==> src/rtl/dmem_arbiter.sv <==
// dmem_arbiter: two-requester arbiter in front of a 1-cycle-latency data memory.
// Define DMEM_ARB_RR_EN for round-robin; default is fixed priority with a starvation guard.
module dmem_arbiter #(
  parameter int AW         = 10,
  parameter int STARVE_LIM = 4
) (
  input  logic          sys_clk,
  input  logic          sys_rst_n,
  input  logic          m0_req,
  input  logic [3:0]    m0_we,
  input  logic [AW-1:0] m0_addr,
  input  logic [31:0]   m0_wdata,
  output logic          m0_gnt,
  output logic          m0_rvalid,
  output logic [31:0]   m0_rdata,
  input  logic          m1_req,
  input  logic [3:0]    m1_we,
  input  logic [AW-1:0] m1_addr,
  input  logic [31:0]   m1_wdata,
  output logic          m1_gnt,
  output logic          m1_rvalid,
  output logic [31:0]   m1_rdata,
  output logic          mem_en,
  output logic [3:0]    mem_we,
  output logic [AW-1:0] mem_addr,
  output logic [31:0]   mem_wdata,
  input  logic [31:0]   mem_rdata
);

  logic gnt0;
  logic gnt1;
  logic own_q;
  logic own_d;
  logic rd_q;
  logic rd_d;

`ifdef DMEM_ARB_RR_EN
  logic last_q;
  logic last_d;

  // Round-robin pick: on contention the port not granted last wins
  always_comb begin
    gnt0 = 1'b0;
    gnt1 = 1'b0;
    if (sys_rst_n) begin
      gnt1 = m1_req & (~m0_req | ~last_q);
      gnt0 = m0_req & ~gnt1;
    end
    last_d = last_q;
    if (gnt1)
      last_d = 1'b1;
    else if (gnt0)
      last_d = 1'b0;
  end

  // Pointer resets to "m1 granted last" so m0 wins first contention
  always_ff @(posedge sys_clk or negedge sys_rst_n) begin
    if (!sys_rst_n)
      last_q <= 1'b1;
    else
      last_q <= last_d;
  end
`else
  localparam int CW = $clog2(STARVE_LIM + 1);
  localparam logic [CW-1:0] LIM = CW'(STARVE_LIM);

  logic [CW-1:0] wait_q;
  logic [CW-1:0] wait_d;
  logic          starved;

  // Fixed m0 priority, m1 forced through once it has waited LIM cycles
  always_comb begin
    starved = (wait_q == LIM);
    gnt0    = 1'b0;
    gnt1    = 1'b0;
    if (sys_rst_n) begin
      gnt1 = m1_req & (~m0_req | starved);
      gnt0 = m0_req & ~gnt1;
    end
    wait_d = '0;
    if (m1_req && !gnt1)
      wait_d = starved ? wait_q : wait_q + CW'(1);
  end

  // Saturating m1 wait counter
  always_ff @(posedge sys_clk or negedge sys_rst_n) begin
    if (!sys_rst_n)
      wait_q <= '0;
    else
      wait_q <= wait_d;
  end
`endif

  // Steer the granted requester onto the memory port; tag reads by owner
  always_comb begin
    mem_en    = gnt0 | gnt1;
    mem_we    = '0;
    mem_addr  = '0;
    mem_wdata = '0;
    if (gnt1) begin
      mem_we    = m1_we;
      mem_addr  = m1_addr;
      mem_wdata = m1_wdata;
    end else if (gnt0) begin
      mem_we    = m0_we;
      mem_addr  = m0_addr;
      mem_wdata = m0_wdata;
    end
    own_d = gnt1;
    rd_d  = (gnt1 && m1_we == 4'b0000)
          | (gnt0 && m0_we == 4'b0000);
  end

  // Owner tag and read flag follow the access into the data cycle
  always_ff @(posedge sys_clk or negedge sys_rst_n) begin
    if (!sys_rst_n) begin
      own_q <= 1'b0;
      rd_q  <= 1'b0;
    end else begin
      own_q <= own_d;
      rd_q  <= rd_d;
    end
  end

  assign m0_gnt    = gnt0;
  assign m1_gnt    = gnt1;
  assign m0_rvalid = rd_q & ~own_q;
  assign m1_rvalid = rd_q & own_q;
  assign m0_rdata  = m0_rvalid ? mem_rdata : '0;
  assign m1_rdata  = m1_rvalid ? mem_rdata : '0;

endmodule
==> config.mk <==
export PLATFORM = sky130hd
export DESIGN_NAME = dmem_arbiter
export DESIGN_NICKNAME = d
export VERILOG_FILES = /design/src/rtl/dmem_arbiter.sv
export SDC_FILE = /design/constraint.sdc
export NUM_CORES = 1
export LEC_CHECK = 0
export CORE_AREA = 3 3 93 95
export DETAILED_ROUTE_END_ITERATION = 16
export DIE_AREA = 0 0 96 98
export PLACE_DENSITY = 0.7
export SKIP_CTS_REPAIR_TIMING = 1
export SLEW_MARGIN = 20
export SYNTH_ARGS = -nofsm -noshare
export SYNTH_HDL_FRONTEND = slang
export SYNTH_SLANG_ARGS = --single-unit
==> constraint.sdc <==
create_clock -name sys_clk -period 1.7 [get_ports sys_clk]
set_clock_uncertainty 0.2 [all_clocks]
set_input_delay 0.17 -clock sys_clk [delete_from_list [all_inputs] [get_ports sys_clk]]
set_output_delay 0.17 -clock sys_clk [all_outputs]
set_load 0.01 [all_outputs]
==> qor.yml <==
grt_usage_pct: 15.9
design_power_total_mw: 1.10
yosys.area_share.simple_pct: 40.6
dp_hpwl_um: 6940
synth-compound-area-share_pct: 34.4
final_hold_violation_count: 0
violations_in_the_final_reports: "negative setup slack"
cts_max_level: 1
critical_path.reg2reg.endpoint: "rd_q"
final_antenna_diode_count: 0
report.final.slew_viol_count: 0
max_clock_freq_mhz: 491
synthToLayoutAreaGrowth_pct: 232
dr_total_vias: 2329
die_w_um: 96
most-common-layout-cells: "clkdlybuf4s50_1 (127), a22o_1 (46), buf_2 (45), and3_1 (32), dlymetal6s2s_1 (32)"
final_setup_violation_count: 80
outcome: "finished with violations"
core_mm2: 0.00781
timing.critical_path.arrival_ps: 1670
postSynth.topFlopCell: "dfrtp_1"
cts_made_buffers: 3
synth_async_sr_flop_share_pct: 100
grt_setup_unrepaired: "yes"
crit_path_end_kind: "output pin"
detailedRoute.firstPassIterationCount: 4
reg2reg_setup_slack_ps: 20
cap_viol_max_count: 0
vias_per_cell: 4.44
drc_errors: 0
worst_pin_slew_ps: 423
worst_hold_path_type: "input pin to async pin"
power_leakage_nw: 2.57
die-area_mm2: 0.00941
io_pins: 243
ant_nets: 0
dr.first_iter.drc_count: 39
setup_ws_post_layout_ps: -336
timing.critical_path.fanout_max: 13
nets: 554
reg2reg_from: "wait_q[0]"
avgRoutedWirePerCell_um: 17.8
syn_area_per_cell_um2: 7.85
ys_types: 24
timing.reg2reg.worst_path_depth: 8
yosys-mux-area-fraction_pct: 0.807
p_per_area_mw_per_mm2: 268
effective_utilization_at_floorplan_pct: 15.9
setup_total_negative_slack_ps: -20110
final.min_clock_period_ps: 2040
buffer_ports.inserted: 242
slew_headroom_pct: 71.6
share_of_layout_cells_above_drive_strength_1_pct: 35.0
cts.sinks: 5
ys_seq_area_share_pct: 10.1
worst-setup-path-type: "flip-flop to output pin"
yosys.area.top_type: "a22o_1"
worst_skew_pair.late_latency_ps: 220
postSynthRegisterBits: 5
vias_in_the_first_global_route: 2188
finalWeightedCongestion: 0.791
dp_slack_ps: -626
combinational_family_with_the_most_area_after_synthesis: "simple AND/OR/NAND/NOR gates"
clk_path_buf_depth: 2
critPathLaunchType: "flip-flop"
synth.cell_area_mm2: 0.00124
filler_cell_count: 778
grt_max_degree: 34
overflow: 0
ys_warn_count: 0
synthesis.instances: 158
tritoncts: "built"
final.period_utilization_pct: 120
clk_pin_slew_ps: 40
layout_commonest_cell: "clkdlybuf4s50_1"
wirelength_um: 9360
synthDominantCellAreaShare_pct: 32.5
synth_fp_nets: 288
cp_data_required_time_ps: 1330
die_h_um: 98
grt_pass1_wl_um: 11900
synth.top_cells.by_area: "a22o_1 (32%), and2_1 (17%), and3_1 (16%), dfrtp_1 (10%), buf_6 (7.3%)"
synth-edff-count: 0
clk_root_buffer_cell: "clkbuf_8"
yosys.area_share.adder_pct: 2.02
row_count: 32
synth-xor-area-share_pct: 0.706
antenna_found_initial: 0
vdd.ir_drop.worst_mv: 0.386
[synth_stat cells (2+ instances only)]
| master | number |
|---|---|
| and3_1 | 32 |
| buf_6 | 8 |
| nor3b_1 | 2 |
| clkbuf_1 | 9 |
| nor4_1 | 2 |
| dfrtp_1 | 5 |
| ha_1 | 2 |
| and2_1 | 33 |
| inv_1 | 2 |
| nor2_1 | 2 |
| buf_2 | 2 |
| a22o_1 | 46 |
| nand2_1 | 2 |
[logic make-up after synthesis]
kind of cell    Yosys count
flops                     5
simple gates             80
fa+ha+maj                 2
compound gates           48
buf+inv                  21
xor+xnor                  1
mux                       1
[how the worst max path moves through the flow]
stage / slack, ps / start / to / depth (start not counted)
finish: -340 / wait_q[0] / mem_wdata[17] / 8
global route: -400 / wait_q[0] / mem_addr[7] / 8
CTS: -780 / wait_q[1] / mem_wdata[26] / 7
detailed placement: -630 / m1_req / mem_we[3] / 7
global placement: -610 / sys_rst_n / mem_wdata[17] / 6
floorplan: -7 / wait_q[0] / mem_wdata[10] / 7
[flip-flops by register name (all words and copies together) (netlist names)]
name	cells
wait_q	3
own_q	1
rd_q	1
[through the flow]
| stage | cell area [µm²] | instances | utilization, % | hold slack, ps |
|---|---|---|---|---|
| finish | 4110 | 525 | 52.7 | 86.8 |
| global route | 4110 | 525 | 52.7 | 97.3 |
| CTS | 3870 | 504 | 49.6 | 87.0 |
| detailed placement | 3830 | 500 | 49.0 | 325 |
| global placement | 3830 | 500 | 49.0 | 340 |
| floorplan | 1250 | 158 | - | -326 |
[power breakdown]
group	total (mW)	switching [mW]	internal (mW)
combinational	0.745	0.256	0.489
sequential	0.137	0.00827	0.129
clock	0.222	0.0607	0.161
[cell type report]
type                    count  area (µm²)  area share, %
multi-input cells         132        1050           25.5
flip-flops and latches      5         128           3.10
repair buffers            280        2760           67.1
well taps                 102         128           3.10
inverters                   2        7.51          0.182
clock buffers               4        45.0           1.09
[layer usage]
layer	GRT usage, %	vias up	share of wire (%)
li1	-	1131	-
met1	17.2	1079	36
met4	3.06	0	1.4
met5	0	-	0
met2	30.7	105	55
met3	3.54	14	7.4
[worst max-delay path, stage by stage (launching register included)]
cell	delay [ps]
dfrtp_1	380
inv_2	70
ha_4	160
nand2_4	60
a21oi_4	190
buf_12	170
buf_12	140
a22o_1	150
buf_2	130
Note: power is estimated with default switching activity, not from simulation.
